--- src/rtl/aes_sched_pkg.sv ---
// Shared types for the AES job scheduler: FSM states, engine commands, block geometry.
// Purely declarative; no latency or backpressure of its own.
package aes_sched_pkg;

   typedef enum logic [2:0] {
      IDLE,
      LOAD_PT,
      LOAD_KEY,
      START,
      COLLECT,
      RESP
   } state_t;

   localparam logic [1:0] CMD_ID = 2'b00;
   localparam logic [1:0] CMD_SP = 2'b01;
   localparam logic [1:0] CMD_SK = 2'b10;
   localparam logic [1:0] CMD_ST = 2'b11;

   localparam int BYTES_PER_BLOCK = 16;

   // Byte k of a block, k=0 being the most significant byte [127:120].
   function automatic logic [7:0] blk_byte(input logic [127:0] blk, input logic [3:0] k);
      logic [127:0] sh;
      sh = blk << {k, 3'b000};
      return sh[127:120];
   endfunction

endpackage

--- src/rtl/aes_rr_arbiter.sv ---
// Round-robin pick of the first request at or after ptr (wrapping); purely combinational.
// No state and no backpressure: the caller decides when a grant is taken.
module aes_rr_arbiter #(
   parameter int NREQ = 2,
   parameter int IDW  = 3
) (
   input  logic [NREQ-1:0] req,
   input  logic [IDW-1:0]  ptr,
   output logic            gnt_any,
   output logic [NREQ-1:0] gnt,
   output logic [IDW-1:0]  gnt_idx
);

   localparam int SW = (NREQ > 1) ? $clog2(NREQ) : 1;

   logic [IDW:0] sum;

   always_comb begin
      gnt_any = 1'b0;
      gnt     = '0;
      gnt_idx = '0;
      sum     = '0;
      for (int i = 0; i < NREQ; i++) begin
         sum = {1'b0, ptr} + (IDW+1)'(i);
         if (sum >= (IDW+1)'(NREQ)) begin
            sum = sum - (IDW+1)'(NREQ);
         end
         if (!gnt_any && req[sum[SW-1:0]]) begin
            gnt_any              = 1'b1;
            gnt[sum[SW-1:0]]     = 1'b1;
            gnt_idx              = sum[IDW-1:0];
         end
      end
   end

endmodule

--- src/rtl/aes_job_scheduler.sv ---
// Time-shares one byte-serial AES engine among NREQ requesters; grant->first byte 1 cycle, last ct byte->res_valid 1 cycle.
// Holds the result until res_ready; no new grant while a result is pending or eng_ready is low.
module aes_job_scheduler #(
   parameter int NREQ    = 2,
   parameter int IDW     = 3,
   parameter int TIMEOUT = 256
) (
   input  logic                 clk,
   input  logic                 rst_,
   input  logic [NREQ-1:0]      req_valid,
   output logic [NREQ-1:0]      req_ready,
   input  logic [NREQ*128-1:0]  req_pt,
   input  logic [NREQ*128-1:0]  req_key,
   output logic                 res_valid,
   input  logic                 res_ready,
   output logic [IDW-1:0]       res_id,
   output logic [127:0]         res_ct,
   output logic                 res_err,
   output logic [1:0]           eng_cmd,
   output logic [7:0]           eng_din,
   input  logic                 eng_ready,
   input  logic [7:0]           eng_dout,
   input  logic                 eng_dok
);

   import aes_sched_pkg::*;

   localparam int         WDW       = $clog2(TIMEOUT + 1);
   localparam logic [3:0] LAST_BYTE = 4'(BYTES_PER_BLOCK - 1);

   state_t          state_q, state_d;
   logic [3:0]      cnt_q, cnt_d;
   logic [WDW-1:0]  wd_q, wd_d;
   logic [IDW-1:0]  rr_ptr_q, rr_ptr_d;
   logic [IDW-1:0]  id_q, id_d;
   logic [127:0]    pt_q, pt_d;
   logic [127:0]    key_q, key_d;
   logic [127:0]    ct_q, ct_d;

   logic [NREQ-1:0] req_ready_d;
   logic            res_valid_d;
   logic [IDW-1:0]  res_id_d;
   logic [127:0]    res_ct_d;
   logic            res_err_d;
   logic [1:0]      eng_cmd_d;
   logic [7:0]      eng_din_d;

   logic            gnt_any;
   logic [NREQ-1:0] gnt;
   logic [IDW-1:0]  gnt_idx;

   aes_rr_arbiter #(
      .NREQ (NREQ),
      .IDW  (IDW)
   ) u_arb (
      .req     (req_valid),
      .ptr     (rr_ptr_q),
      .gnt_any (gnt_any),
      .gnt     (gnt),
      .gnt_idx (gnt_idx)
   );

   // Engine bus outputs are computed from the current state and appear one cycle later,
   // so the byte stream trails the state by exactly one cycle with no gaps.
   always_comb begin
      state_d     = state_q;
      cnt_d       = cnt_q;
      wd_d        = wd_q;
      rr_ptr_d    = rr_ptr_q;
      id_d        = id_q;
      pt_d        = pt_q;
      key_d       = key_q;
      ct_d        = ct_q;
      req_ready_d = '0;
      res_valid_d = res_valid;
      res_id_d    = res_id;
      res_ct_d    = res_ct;
      res_err_d   = res_err;
      eng_cmd_d   = CMD_ID;
      eng_din_d   = '0;

      unique case (state_q)
         IDLE: begin
            if (eng_ready && gnt_any) begin
               req_ready_d = gnt;
               id_d        = gnt_idx;
               for (int i = 0; i < NREQ; i++) begin
                  if (gnt[i]) begin
                     pt_d  = req_pt[128*i +: 128];
                     key_d = req_key[128*i +: 128];
                  end
               end
               ct_d     = '0;
               cnt_d    = '0;
               wd_d     = '0;
               rr_ptr_d = (gnt_idx == IDW'(NREQ - 1)) ? '0 : gnt_idx + IDW'(1);
               state_d  = LOAD_PT;
            end
         end

         LOAD_PT: begin
            eng_cmd_d = CMD_SP;
            eng_din_d = blk_byte(pt_q, cnt_q);
            cnt_d     = cnt_q + 4'd1;
            if (cnt_q == LAST_BYTE) begin
               state_d = LOAD_KEY;
            end
         end

         LOAD_KEY: begin
            eng_cmd_d = CMD_SK;
            eng_din_d = blk_byte(key_q, cnt_q);
            cnt_d     = cnt_q + 4'd1;
            if (cnt_q == LAST_BYTE) begin
               wd_d    = '0;
               state_d = START;
            end
         end

         START: begin
            if (eng_dok) begin
               ct_d    = {ct_q[119:0], eng_dout};
               cnt_d   = 4'd1;
               state_d = COLLECT;
            end else if (wd_q == WDW'(TIMEOUT - 1)) begin
               res_valid_d = 1'b1;
               res_id_d    = id_q;
               res_ct_d    = '0;
               res_err_d   = 1'b1;
               wd_d        = '0;
               state_d     = RESP;
            end else begin
               eng_cmd_d = CMD_ST;
               wd_d      = wd_q + WDW'(1);
            end
         end

         COLLECT: begin
            if (eng_dok) begin
               ct_d  = {ct_q[119:0], eng_dout};
               cnt_d = cnt_q + 4'd1;
               if (cnt_q == LAST_BYTE) begin
                  res_valid_d = 1'b1;
                  res_id_d    = id_q;
                  res_ct_d    = {ct_q[119:0], eng_dout};
                  res_err_d   = 1'b0;
                  state_d     = RESP;
               end
            end else begin
               // Burst ended early: report an aborted job rather than a partial block.
               res_valid_d = 1'b1;
               res_id_d    = id_q;
               res_ct_d    = '0;
               res_err_d   = 1'b1;
               cnt_d       = '0;
               state_d     = RESP;
            end
         end

         RESP: begin
            if (res_ready) begin
               res_valid_d = 1'b0;
               state_d     = IDLE;
            end
         end

         default: begin
            state_d = IDLE;
         end
      endcase
   end

   always_ff @(posedge clk or negedge rst_) begin
      if (!rst_) begin
         state_q   <= IDLE;
         cnt_q     <= '0;
         wd_q      <= '0;
         rr_ptr_q  <= '0;
         id_q      <= '0;
         pt_q      <= '0;
         key_q     <= '0;
         ct_q      <= '0;
         req_ready <= '0;
         res_valid <= 1'b0;
         res_id    <= '0;
         res_ct    <= '0;
         res_err   <= 1'b0;
         eng_cmd   <= CMD_ID;
         eng_din   <= '0;
      end else begin
         state_q   <= state_d;
         cnt_q     <= cnt_d;
         wd_q      <= wd_d;
         rr_ptr_q  <= rr_ptr_d;
         id_q      <= id_d;
         pt_q      <= pt_d;
         key_q     <= key_d;
         ct_q      <= ct_d;
         req_ready <= req_ready_d;
         res_valid <= res_valid_d;
         res_id    <= res_id_d;
         res_ct    <= res_ct_d;
         res_err   <= res_err_d;
         eng_cmd   <= eng_cmd_d;
         eng_din   <= eng_din_d;
      end
   end

endmodule
--- config.mk ---
export PLATFORM = sky130hd
export DESIGN_NAME = aes_job_scheduler
export DESIGN_NICKNAME = d
export VERILOG_FILES = /design/src/rtl/aes_sched_pkg.sv /design/src/rtl/aes_rr_arbiter.sv /design/src/rtl/aes_job_scheduler.sv
export SDC_FILE = /design/constraint.sdc
export NUM_CORES = 1
export LEC_CHECK = 0
export ABC_AREA = 1
export CAP_MARGIN = 20
export CELL_PAD_IN_SITES_DETAIL_PLACEMENT = 1
export CELL_PAD_IN_SITES_GLOBAL_PLACEMENT = 1
export CORE_MARGIN = 1
export CORE_UTILIZATION = 37
export CTS_BUF_LIST = sky130_fd_sc_hd__clkbuf_4
export DETAILED_ROUTE_END_ITERATION = 8
export PLACE_DENSITY = 0.93
export SLEW_MARGIN = 25
export SYNTH_ARGS = -nofsm -noshare
export SYNTH_HDL_FRONTEND = slang
export SYNTH_SLANG_ARGS = --single-unit
--- constraint.sdc ---
create_clock -name clk -period 2.2 [get_ports clk]
set_clock_uncertainty 0.1 [all_clocks]
set_input_delay 0.44 -clock clk [delete_from_list [all_inputs] [get_ports clk]]
set_output_delay 0.44 -clock clk [all_outputs]
set_load 0.01 [all_outputs]
==> flow_summary_export.csv, run 1 <==
group,metric,value,unit
logic_synthesis,ys_seq_elements,543,
logic_synthesis,mappedNetlistArea,0.02640,sq mm
placement,place_congestion,0.9525,
timing,worst-ep-kind,"sequential cell input",
grt,grt_max_degree,121,
clock_network,cts_sinks,543,
clock_network,cts-root-buf,"clkbuf_4",
logic_synthesis,synthCells,3275,
placement,port_buffers,671,
clock_network,cts_buffer_depth,3,
logic_synthesis,ys_types,34,
floorplan,die_w,269.1,microns
logic_synthesis,synth_nets,3806,
timing,crit_endpoint,"res_ct[16]$_DFFE_PN0P_/D",
logic_synthesis,ys.flop_type,"dfrtp_1",
floorplan,row_count,97,
logic_synthesis,avgSynthCellArea,8.060,sq um
floorplan,start_util,37.56,%
grt,antenna_found_initial,130,
status,error,"[ERROR GRT-0232] Routing congestion too high. Check the congestion heatmap in the GUI.",
grt,grt_usage,78.83,%
logic_synthesis,synth-edff-count,0,
status,stop_stage,"global routing",
logic_synthesis,ys_seq_area_share,51.48,%
status,status,"did not finish",
logic_synthesis,synthArstFlopShare,100.0,%
placement,hpwl,89.35,mm
grt,overflow,253,
floorplan,io_pins,672,
clock_network,cts_inserted_buffers,151,
clock_network,h-tree-depth,4,
logic_synthesis,yosysWarnings,0,
floorplan,die_height,269.1,microns
placement,pre_cts_ws,-0.2564,ns
==> synth_stat cells, types with 3 or more instances <==
master	number	share of area, %
inv_2	9	0.13
buf_2	86	1.6
nor3_1	7	0.13
nor2_1	275	3.9
clkbuf_1	137	1.9
buf_4	5	0.14
ha_1	4	0.19
a22oi_1	8	0.23
buf_6	28	1.2
o21ai_1	6	0.11
dfrtp_1	543	51
inv_1	31	0.44
o211ai_1	8	0.23
nand3_1	473	9.0
o21ai_0	12	0.23
a21oi_1	524	9.9
nand2_1	910	13
nand4_1	41	0.97
o22ai_1	3	0.071
o21ai_2	129	4.3
buf_1	18	0.26
xnor2_1	3	0.10
==> logic make-up after synthesis <==
| group | share of synthesized area, % |
|---|---|
| and+or+nand+nor | 27.20 |
| AOI/OAI and AO/OA | 15.22 |
| adders and majority gates | 0.1896 |
| buffers and inverters | 5.754 |
| DFF | 51.48 |
| xor gates and xnor gates | 0.1659 |
==> through the flow <==
step | cells | hold WS (ns) | area (sq um)
4_1_cts | 5552 | 0.0006503 | 41620
2_1_floorplan | 3275 | 0.04441 | 26400
3_5_place_dp | 4775 | 0.2694 | 35070
3_3_place_gp | 4775 | 0.2632 | 35070
==> layer usage <==
layer	overflow	track usage (%)
met5	4	45.99
met4	109	75.08
met2	104	92.06
met1	15	78.75
met3	21	68.27
==> timing repair <==
| item | 4_1_cts |
|---|---|
| pin swaps | 3 |
| gates cloned | 4 |
| buffers inserted | 43 |
| endpoints found under the setup margin | 373 |
| gates resized for setup | 632 |
| hold endpoints to repair | 808 |
| hold buffers | 473 |
==> inputs of run 2 (changes only) <==
Settings changed: CELL_PAD_IN_SITES_DETAIL_PLACEMENT 1 to not set, CELL_PAD_IN_SITES_GLOBAL_PLACEMENT 1 to not set, CORE_UTILIZATION 37 to 40, CTS_BUF_LIST sky130_fd_sc_hd__clkbuf_4 to not set, PLACE_DENSITY 0.93 to not set, PLACE_DENSITY_LB_ADDON set to 0.15.
==> run 2 against run 1 <==
  * The run now ends clean
  * Synthesized cell count is the same
  * Area after synthesis is the same
==> flow_summary_export.csv, run 2 <==
group,metric,value,unit
cells_and_area,final_common_cell,"nand2_1",
cells_and_area,final_cell_mix,"906 x nand2_1, 662 x clkdlybuf4s50_1, 539 x dfrtp_1, 524 x a21oi_1, 469 x nand3_1",
worst_setup_path,r2r_end,"eng_din[2]",
run,drv_cap,0,
floorplan,core_area,0.06481,sq mm
timing,finalHoldViolCount,0,
floorplan,row_count,93,
logic_synthesis,yosysWarnings,0,
worst_setup_path,cp_num_buf_inv,1,
worst_setup_path,critical_path_class,"register to output port",
floorplan,die_height,258.9,microns
clock_network,h-tree-depth,2,
worst_setup_path,endpoint_kind,"output port",
routing,routed_via_density,5.432,
worst_setup_path,crit_chain,"clkdlybuf4s50_1",
worst_setup_path,reg2reg_slack,0.10,ns
grt,antenna_found_initial,54,
worst_setup_path,setup.worst_path.start_class,"register",
routing,routed_wl,105.0,mm
logic_synthesis,ys_seq_area_share,51.48,%
placement,dp.cells,4708,
routing,post_drt_wl_per_cell,21.54,microns
floorplan,die_w,258.9,microns
pwr,powerDensity,1141,mW/mm^2
min_path,hold_class,"primary input to async pin",
pwr,ir_drop,0.7779,mV
cells_and_area,drive_gt1_share,11.37,%
clock_network,cts_inserted_buffers,59,
timing,rsz0062_at_grt,"true",
routing,firstDrtPassIters,8,
logic_synthesis,yosys-top-cells-area,"dfrtp_1 51%, nand2_1 13%, a21oi_1 9.9%, nand3_1 9.0%, o21ai_2 4.3%",
routing,postRouteAntennaNets,0,
logic_synthesis,avgSynthCellArea,8.060,sq um
clock_network,cts-root-buf,"clkbuf_16",
timing,period_needed,2.167,ns
logic_synthesis,ys_seq_elements,543,
worst_setup_path,cp_num_cells,1,
pwr,power.static_leakage,16.59,nW
clock_network,cts_sinks,543,
clock_network,clock_latency,0.64,ns
logic_synthesis,synthArstFlopShare,100.0,%
placement,hpwl,76.40,mm
logic_synthesis,synthCells,3275,
grt,grt_pass1_vias,25720,
grt,grt_usage,30.59,%
floorplan,die_area,0.06702,sq mm
worst_setup_path,critPathArrivalTime,1.63,ns
worst_setup_path,cp.required,1.66,ns
routing,vias,26480,
worst_setup_path,critical-path-top-delay-family,"buffers and inverters",
worst_setup_path,cpPeakStageDelay,0.57,ns
cells_and_area,reg.largest.list,"key_q x128, pt_q x128, res_ct x128",
cells_and_area,utilization,57.80,%
cells_and_area,fillers,5939,
grt,grt_pass1_wl,156.8,mm
grt,grt_max_degree,93,
worst_setup_path,cp_slowest_cell,"clkdlybuf4s50_1",
logic_synthesis,ys.flop_type,"dfrtp_1",
status,status,"complete, no violations",
grt,overflow,0,
placement,port_buffers,671,
worst_setup_path,crit-reg2reg-launch,"state_q[0]",
cells_and_area,layout.cells.non_filler,4876,
worst_setup_path,r2r_cells,10,
timing,max_slew_margin,60.08,%
pwr,total_power,42.74,mW
clock_network,cts_buffer_depth,3,
logic_synthesis,synth-edff-count,0,
routing,route.detailed.drc,0,
routing,drt_iter0_markers,2749,
logic_synthesis,yosysTopAreaCell,"dfrtp_1",
timing,worst_pin_slew,0.5926,ns
floorplan,start_util,40.73,%
timing,timing.fmax,461.4,MHz
logic_synthesis,synth_most_common_cell,"nand2_1",
floorplan,io_pins,672,
clock_network,path_clk_slew,0.07,ns
logic_synthesis,mappedNetlistArea,0.02640,sq mm
logic_synthesis,synth_commonest_cells,"910 x nand2_1, 543 x dfrtp_1, 524 x a21oi_1, 473 x nand3_1, 275 x nor2_1",
logic_synthesis,synth_top_area_share,51.48,%
worst_setup_path,crit_fanout,2,
timing,timing.final.crit_share,98.50,%
logic_synthesis,synth_nets,3806,
cells_and_area,nets,4458,
placement,place_congestion,0.9338,
clock_network,cts_tree,"yes",
cells_and_area,area_delta_synth_final,41.92,%
logic_synthesis,ys_types,34,
timing,timing.final.max_slew_violations,0,
timing,setup_viol,0,
run 2: metrics by stage:
step                      hold WS, ns  cell area, sq um  worst slack [ns]  setup TNS (ns)
final                          0.2312             37460           0.03290               0
after global routing           0.2345             37450          -0.01686        -0.04358
after CTS                      0.2061             37120          0.002774               0
after detailed placement       0.2857             35060           -0.3807         -105.37
after global placement         0.2860             35060           -0.4497         -122.70
after floorplan               0.04441             26400            0.3288               0
run 2: cells by family after synthesis:
family / Yosys count / synth area share [%]
buf+inv: 315 / 5.754
flops: 543 / 51.48
fa+ha+maj: 4 / 0.1896
xor+xnor: 5 / 0.1659
simple gates: 1714 / 27.20
compound gates: 694 / 15.22
run 2: worst max-delay path by stage:
stage | end | slack, ns | from
global route | eng_din[5] | -0.02 | state_q[1]
CTS | eng_din[3] | 0.003 | eng_din[3]
global placement | id_q[0] | -0.45 | req_valid[0]
detailed placement | pt_q[63] | -0.38 | req_valid[1]
finish | res_ct[119] | 0.03 | res_ct[119]
floorplan | res_ct[47] | 0.33 | wd_q[0]
run 2: where the power goes:
part | total (mW) | switching [mW] | internal (mW)
clock | 10.4 | 4.31 | 6.07
combinational | 17.7 | 11.0 | 6.73
sequential | 14.6 | 1.91 | 12.7
total | 42.7 | 17.2 | 25.5
run 2: repair_timing:
action	in CTS	in global routing
resized for setup	9	20
buffers inserted	0	6
hold buffers	1	0
gates cloned	1	5
hold endpoints to repair	62	0
setup endpoints to repair	136	271
pin swaps	1	3
run 2: layer usage:
metal / part of all wire, % / wire (microns) / up-vias / track usage, %
met5: 0.052 / 55 / - / 0
met4: 4.5 / 4734 / 8 / 14.10
met3: 6.8 / 7160 / 219 / 5.115
met2: 48 / 50890 / 1121 / 49.44
met1: 40 / 42190 / 12840 / 40.13
li1: - / - / 12300 / -
run 2: layout make-up:
class                           count  area [sq um]  share of cell area, %
Inverter                           41         182.7                 0.4876
Antenna cell                       47         117.6                 0.3140
Multi-Input combinational cell   2419         11420                  30.48
Clock inverter                     22         304.0                 0.8116
Sequential cell                   543         13590                  36.28
Clock buffer                       86          1698                  4.532
Timing Repair Buffer              863          9079                  24.23
Tap cell                          855          1070                  2.856
Note: power is estimated with default switching activity, not from simulation.
